<file path="src/rtl/imem_arb_pkg.sv">
`default_nettype none
// ============================================================================
//  Module   : imem_arb_pkg
//  Purpose  : Shared types and default widths for the imem port arbiter.
//  Revision : 1.0 - initial release
// ============================================================================
package imem_arb_pkg;

  // Identity of the access that owns the memory port in a given cycle.
  typedef enum logic [1:0] {
    REQ_NONE   = 2'd0,
    REQ_FETCH  = 2'd1,
    REQ_DREAD  = 2'd2,
    REQ_DWRITE = 2'd3
  } requester_e;

  localparam int DEF_ADDR_W       = 9;
  localparam int DEF_DATA_W       = 32;
  localparam int DEF_STARVE_LIMIT = 4;
  localparam int STARVE_CNT_W     = 4;

endpackage
`default_nettype wire

</file>
<file path="src/rtl/imem_arb_starve_ctr.sv">
`default_nettype none
// ============================================================================
//  Module   : imem_arb_starve_ctr
//  Purpose  : Saturating counter of consecutive denied fetch cycles; flags
//             when the count has reached LIMIT.
//  Revision : 1.0 - initial release
// ============================================================================
module imem_arb_starve_ctr
  import imem_arb_pkg::*;
#(
  parameter int LIMIT = DEF_STARVE_LIMIT
) (
  input  logic clock,
  input  logic resetn,
  input  logic inc_i,
  input  logic clr_i,
  output logic at_limit_o
);

  localparam logic [STARVE_CNT_W-1:0] c_limit = STARVE_CNT_W'(LIMIT);
  localparam logic [STARVE_CNT_W-1:0] c_one   = STARVE_CNT_W'(1);

  logic [STARVE_CNT_W-1:0] count_q;
  logic [STARVE_CNT_W-1:0] count_d;

  // Next count: clear wins over increment; increment stops at the limit.
  always_comb begin
    count_d = count_q;
    if (clr_i) begin
      count_d = '0;
    end else if (inc_i && (count_q != c_limit)) begin
      count_d = count_q + c_one;
    end
  end

  // Count register with synchronous active-low reset.
  always_ff @(posedge clock) begin
    if (!resetn) begin
      count_q <= '0;
    end else begin
      count_q <= count_d;
    end
  end

  assign at_limit_o = (count_q == c_limit);

endmodule
`default_nettype wire

</file>
<file path="src/rtl/imem_port_arbiter.sv">
`default_nettype none
// ============================================================================
//  Module   : imem_port_arbiter
//  Purpose  : Shares one single-port instruction BRAM between core fetch,
//             data read and data write. One grant per cycle, default priority
//             write > read > fetch, with fetch promoted to top priority once
//             it has been denied STARVE_LIMIT cycles in a row. Read data
//             returns one cycle after the grant to the requester that won.
//  Options  : IMEM_ARB_STATS_EN - adds 32-bit grant and stall counters.
//  Revision : 1.0 - initial release
// ============================================================================
module imem_port_arbiter
  import imem_arb_pkg::*;
#(
  parameter int ADDR_W       = DEF_ADDR_W,
  parameter int DATA_W       = DEF_DATA_W,
  parameter int STARVE_LIMIT = DEF_STARVE_LIMIT   // legal range 1..15
) (
  input  logic                clock,
  input  logic                resetn,
  // instruction fetch
  input  logic                if_req_i,
  input  logic [ADDR_W-1:0]   if_addr_i,
  output logic                if_gnt_o,
  output logic                if_rvalid_o,
  output logic [DATA_W-1:0]   if_rdata_o,
  // data read (byte address)
  input  logic                dr_req_i,
  input  logic [ADDR_W+1:0]   dr_addr_i,
  output logic                dr_gnt_o,
  output logic                dr_rvalid_o,
  output logic [DATA_W-1:0]   dr_rdata_o,
  // data write (byte address)
  input  logic                dw_req_i,
  input  logic [ADDR_W+1:0]   dw_addr_i,
  input  logic [DATA_W-1:0]   dw_wdata_i,
  input  logic [DATA_W/8-1:0] dw_wstrb_i,
  output logic                dw_gnt_o,
`ifdef IMEM_ARB_STATS_EN
  output logic [31:0]         stat_if_cnt_o,
  output logic [31:0]         stat_dr_cnt_o,
  output logic [31:0]         stat_dw_cnt_o,
  output logic [31:0]         stat_stall_cnt_o,
`endif
  // memory port
  output logic                mem_en_o,
  output logic [DATA_W/8-1:0] mem_we_o,
  output logic [ADDR_W-1:0]   mem_addr_o,
  output logic [DATA_W-1:0]   mem_wdata_o,
  input  logic [DATA_W-1:0]   mem_rdata_i
);

  requester_e w_winner;
  logic       w_at_limit;
  requester_e owner_q;
  requester_e owner_d;

  // Byte-lane bits of the data addresses carry no meaning for a word memory.
  logic w_unused_addr_bits;
  assign w_unused_addr_bits = ^{dr_addr_i[1:0], dw_addr_i[1:0]};

  // Fetch starvation tracking: denied while requesting -> count, else clear.
  imem_arb_starve_ctr #(
    .LIMIT (STARVE_LIMIT)
  ) u_starve_ctr (
    .clock      (clock),
    .resetn     (resetn),
    .inc_i      (if_req_i & ~if_gnt_o),
    .clr_i      (~if_req_i | if_gnt_o),
    .at_limit_o (w_at_limit)
  );

  // Pick the single winner for this cycle; nothing wins while in reset.
  always_comb begin
    w_winner = REQ_NONE;
    if (resetn) begin
      if (w_at_limit && if_req_i) begin
        w_winner = REQ_FETCH;
      end else if (dw_req_i) begin
        w_winner = REQ_DWRITE;
      end else if (dr_req_i) begin
        w_winner = REQ_DREAD;
      end else if (if_req_i) begin
        w_winner = REQ_FETCH;
      end
    end
  end

  assign if_gnt_o = (w_winner == REQ_FETCH);
  assign dr_gnt_o = (w_winner == REQ_DREAD);
  assign dw_gnt_o = (w_winner == REQ_DWRITE);

  // Steer the winner onto the memory port; idle port drives all zeros.
  // A write with no strobes still occupies the port but writes nothing.
  always_comb begin
    mem_en_o    = 1'b0;
    mem_we_o    = '0;
    mem_addr_o  = '0;
    mem_wdata_o = '0;
    case (w_winner)
      REQ_FETCH: begin
        mem_en_o   = 1'b1;
        mem_addr_o = if_addr_i;
      end
      REQ_DREAD: begin
        mem_en_o   = 1'b1;
        mem_addr_o = dr_addr_i[ADDR_W+1:2];
      end
      REQ_DWRITE: begin
        mem_en_o    = 1'b1;
        mem_we_o    = dw_wstrb_i;
        mem_addr_o  = dw_addr_i[ADDR_W+1:2];
        mem_wdata_o = dw_wdata_i;
      end
      default: begin
        mem_en_o = 1'b0;
      end
    endcase
  end

  // Only reads leave an owner behind; writes and idle cycles leave none.
  always_comb begin
    owner_d = REQ_NONE;
    if (w_winner == REQ_FETCH) begin
      owner_d = REQ_FETCH;
    end else if (w_winner == REQ_DREAD) begin
      owner_d = REQ_DREAD;
    end
  end

  // Remember who owns the read data returning next cycle.
  always_ff @(posedge clock) begin
    if (!resetn) begin
      owner_q <= REQ_NONE;
    end else begin
      owner_q <= owner_d;
    end
  end

  // Reset also masks a read that was in flight when reset arrived.
  assign if_rvalid_o = resetn && (owner_q == REQ_FETCH);
  assign dr_rvalid_o = resetn && (owner_q == REQ_DREAD);
  assign if_rdata_o  = if_rvalid_o ? mem_rdata_i : '0;
  assign dr_rdata_o  = dr_rvalid_o ? mem_rdata_i : '0;

`ifdef IMEM_ARB_STATS_EN
  logic [31:0] stat_if_cnt_q;
  logic [31:0] stat_dr_cnt_q;
  logic [31:0] stat_dw_cnt_q;
  logic [31:0] stat_stall_cnt_q;
  logic        w_stall;

  assign w_stall = (if_req_i & ~if_gnt_o) | (dr_req_i & ~dr_gnt_o) |
                   (dw_req_i & ~dw_gnt_o);

  // Free-running wrap-around grant and stall counters.
  always_ff @(posedge clock) begin
    if (!resetn) begin
      stat_if_cnt_q    <= '0;
      stat_dr_cnt_q    <= '0;
      stat_dw_cnt_q    <= '0;
      stat_stall_cnt_q <= '0;
    end else begin
      if (if_gnt_o) stat_if_cnt_q    <= stat_if_cnt_q + 32'd1;
      if (dr_gnt_o) stat_dr_cnt_q    <= stat_dr_cnt_q + 32'd1;
      if (dw_gnt_o) stat_dw_cnt_q    <= stat_dw_cnt_q + 32'd1;
      if (w_stall)  stat_stall_cnt_q <= stat_stall_cnt_q + 32'd1;
    end
  end

  assign stat_if_cnt_o    = stat_if_cnt_q;
  assign stat_dr_cnt_o    = stat_dr_cnt_q;
  assign stat_dw_cnt_o    = stat_dw_cnt_q;
  assign stat_stall_cnt_o = stat_stall_cnt_q;
`endif

endmodule
`default_nettype wire

</file>
<file path="config.mk">
export PLATFORM = sky130hd
export DESIGN_NAME = imem_port_arbiter
export DESIGN_NICKNAME = d
export VERILOG_FILES = /design/src/rtl/imem_arb_pkg.sv /design/src/rtl/imem_arb_starve_ctr.sv /design/src/rtl/imem_port_arbiter.sv
export SDC_FILE = /design/constraint.sdc
export NUM_CORES = 1
export LEC_CHECK = 0
export ABC_AREA = 1
export BUFFER_PORTS_ARGS = -buffer_cell sky130_fd_sc_hd__buf_2
export CORE_AREA = 2 2 85 87
export CTS_CLUSTER_DIAMETER = 30
export DETAILED_ROUTE_END_ITERATION = 7
export DIE_AREA = 0 0 87 89
export GPL_TIMING_DRIVEN = 0
export PLACE_DENSITY = 0.62
export SETUP_SLACK_MARGIN = 0.02
export SLEW_MARGIN = 20
export SYNTH_ARGS = -nofsm -noshare
export SYNTH_HDL_FRONTEND = slang
export SYNTH_SLANG_ARGS = --single-unit
</file>
<file path="constraint.sdc">
create_clock -name clock -period 1.75 [get_ports clock]
set_input_delay 0.175 -clock clock [delete_from_list [all_inputs] [get_ports clock]]
set_output_delay 0.175 -clock clock [all_outputs]
set_load 0.005 [all_outputs]
</file>
==> out/metrics.yaml <==
sta:
  fmax_mhz: 597
  fin_crit_ps: 1670
  hold_viol: 0
  slew-limit-headroom_pct: 72.0
  worst_pin_slew_ps: 421
  rsz0062_at_grt: "yes"
  setup_viol: 0
  period_share_pct: 95.7
  tns_ps: 0
  finClkSkew_ps: 0.435
  finalMaxSlewViolations: 0
  hold_ws_ps: 247
clock_tree:
  clock_latency_ps: 230
  cts_max_level: 1
  clockBufferDepth: 2
  cts_sinks: 6
  cts-root-buf: "clkbuf_8"
  path_clk_slew_ps: 40
  cts_tree: "built"
  cts_inserted_buffers: 3
routing:
  routed_via_density: 3.80
  wl_um: 5630
  firstDrtPassIters: 4
  wl_per_cell_um: 9.33
  drtIter0Drc: 41
  vias: 2294
  drc: 0
  antenna_left: 0
global_route:
  grt_pass1_vias: 1738
  overflow: 0
  grt_max_degree: 11
  antenna_found_initial: 0
  grt_pass1_wl_um: 7270
  grt_usage_pct: 11.6
logic_synthesis:
  postSynthCellCount: 295
  yosysSeqAreaShare_pct: 9.21
  yosysWarnings: 0
  synth_area_um2: 1300
  synth_area_leaders: "nor2_1 (39%), inv_1 (29%), dfxtp_1 (9.2%)"
  syn_area_per_cell_um2: 4.42
  synth_edf_count: 0
  syn_nets: 401
  synth_cell_types: 18
  async_reset_ff_share_pct: 0
  synth_top_cell_by_area: "nor2_1"
  synth.top_cell.area_share_pct: 38.6
  synth_common_cells: "nor2_1 (134), inv_1 (100), nand2_1 (24)"
  ys_seq_elements: 6
  ys.flop_type: "dfxtp_1"
  yosysMostFrequentCell: "nor2_1"
floorplan:
  dieArea_um2: 7740
  initial_utilization_pct: 19.4
  placementRows: 30
  die_h_um: 89
  dieWidth_um: 87
  core_area_um2: 6720
  ios: 219
power:
  seqPwrFrac_pct: 17.9
  internal_power_mw: 0.520
  p_per_area_nw_per_um2: 302
  p_total_mw: 0.811
  combPwrFrac_pct: 55.8
  p_leak_nw: 2.13
  power_switching_mw: 0.291
  swShare_pct: 35.9
  vdd_drop_max_mv: 0.181
  p_clk_share_pct: 26.3
setup_path:
  crit_fanout: 8
  r2r_start: "u_starve_ctr.count_q[0]"
  cp-startpoint: "u_starve_ctr.count_q[0]"
  endpoint_kind: "output port"
  worst_setup_path_start_kind: "flip-flop"
  cp.arrival_ps: 1500
  crit_required_ps: 1570
  reg2reg_slack_ps: 390
  worstSetupPathType: "flip-flop to output port"
outcome:
  run_status: "finished, final reports clean"
run:
  maxCapViolCount: 0
final_layout:
  nNetsFinal: 632
  finalCoreUtilization_pct: 39.9
  fillCellCount: 755
  syn2layout_area_growth_pct: 106
  final_cells: 604
  antennaDiodeCount: 0
  layout-drive-gt1-share_pct: 49.2
place:
  hpwl_um: 4710
  dp.cells: 589
  numPortBuffers: 214
  place.gp.congestion: 0.708
hold_path:
  holdCritStartpoint: "if_req_i"
  hold_path.class: "input port to flip-flop"
==> cells by family (layout without fill, tap and decap cells) <==
| group | Yosys count | count (layout) | share of synthesized area, % |
|---|---|---|---|
| compound gates | 2 | 2 | 0.960 |
| simple gates | 169 | 169 | 52.5 |
| fa+ha+maj | 2 | 2 | 1.92 |
| xor+xnor | 2 | 2 | 1.34 |
| flops | 6 | 6 | 9.21 |
| buf+inv | 114 | 343 | 34.1 |
==> flip-flops by register name, summed over array words and instances, names as in the netlist <==
signal / cells
u_starve_ctr.count_q: 4
owner_q: 2
==> final timing paths <==
kind                        endpoint  depth (start not counted)
min          u_starve_ctr.count_q[3]                          3
max                      mem_we_o[3]                          8
min reg2reg  u_starve_ctr.count_q[0]                          4
max reg2reg  u_starve_ctr.count_q[1]                          8
==> repair_timing <==
| item | CTS | global route |
|---|---|---|
| endpoints found under the setup margin | 48 | 45 |
| gates cloned | 1 | 1 |
| setup buffers | 5 | 5 |
| pin swaps | 4 | 6 |
| gates resized for setup | 11 | 15 |
| hold buffers | 0 | 0 |
==> cells in the final DEF, fill, tap and decap left out <==
cell type | netlist | routed
nand3_2 | 1 | 1
buf_4 | 0 | 11
nand2_2 | 0 | 2
clkinvlp_4 | 0 | 1
buf_2 | 7 | 217
inv_2 | 3 | 4
nand2_1 | 24 | 22
clkbuf_4 | 0 | 2
nor2_1 | 134 | 129
clkbuf_8 | 0 | 3
nor2_4 | 1 | 1
nor2_2 | 0 | 5
nand4_4 | 0 | 1
nand3_4 | 1 | 2
dfxtp_2 | 0 | 1
xor2_1 | 2 | 2
buf_6 | 1 | 3
inv_1 | 100 | 98
nor3_2 | 1 | 1
dfxtp_4 | 0 | 1
inv_4 | 0 | 1
ha_1 | 2 | 1
nand3_1 | 6 | 5
ha_4 | 0 | 1
a21o_1 | 1 | 1
clkbuf_1 | 3 | 3
dfxtp_1 | 6 | 4
o21ai_0 | 1 | 1
==> power by group through the flow <==
stage	clock, mW	sequential, mW	combinational, mW
after CTS	0.221	0.146	0.436
after detailed placement	0	0.148	0.411
after global placement	0	0.148	0.406
after floorplan	0	0.147	0.183
after global routing	0.226	0.146	0.511
final	0.213	0.145	0.452
==> routing by layer <==
metal  vias up  wire (um)  GRT usage, %
met4         0         44          2.98
met5         -          0             0
met1       927       2160          12.0
met2       116       2930          23.7
li1       1246          -             -
met3         5        494          2.03
==> through the flow <==
| step | instance area (um2) | setup WS [ps] |
|---|---|---|
| final | 2680 | 75.7 |
| after global placement | 2470 | 105 |
| after detailed placement | 2470 | 100 |
| after global routing | 2680 | -40.7 |
| after CTS | 2600 | 8.49 |
| after floorplan | 1300 | 372 |
==> worst max-delay path, cell delays in order (launching register included) <==
cell     delay (ps)
dfxtp_4         340
inv_2            40
ha_4            160
nand4_4         100
nand3_4         140
buf_6           160
buf_4           140
nor2_1           70
buf_2           110
==> final cells by class <==
type,instances,area [um2],area share [%]
repair buffers,225,1160,43.1
multi-input cells,175,791,29.5
inverters,103,389,14.5
flip-flops and latches,6,125,4.66
well taps,80,100,3.73
plain buffers,11,71.3,2.66
clock buffers,3,41.3,1.54
repair inverters,1,7.51,0.280
Note: power is estimated with default switching activity, not from simulation.
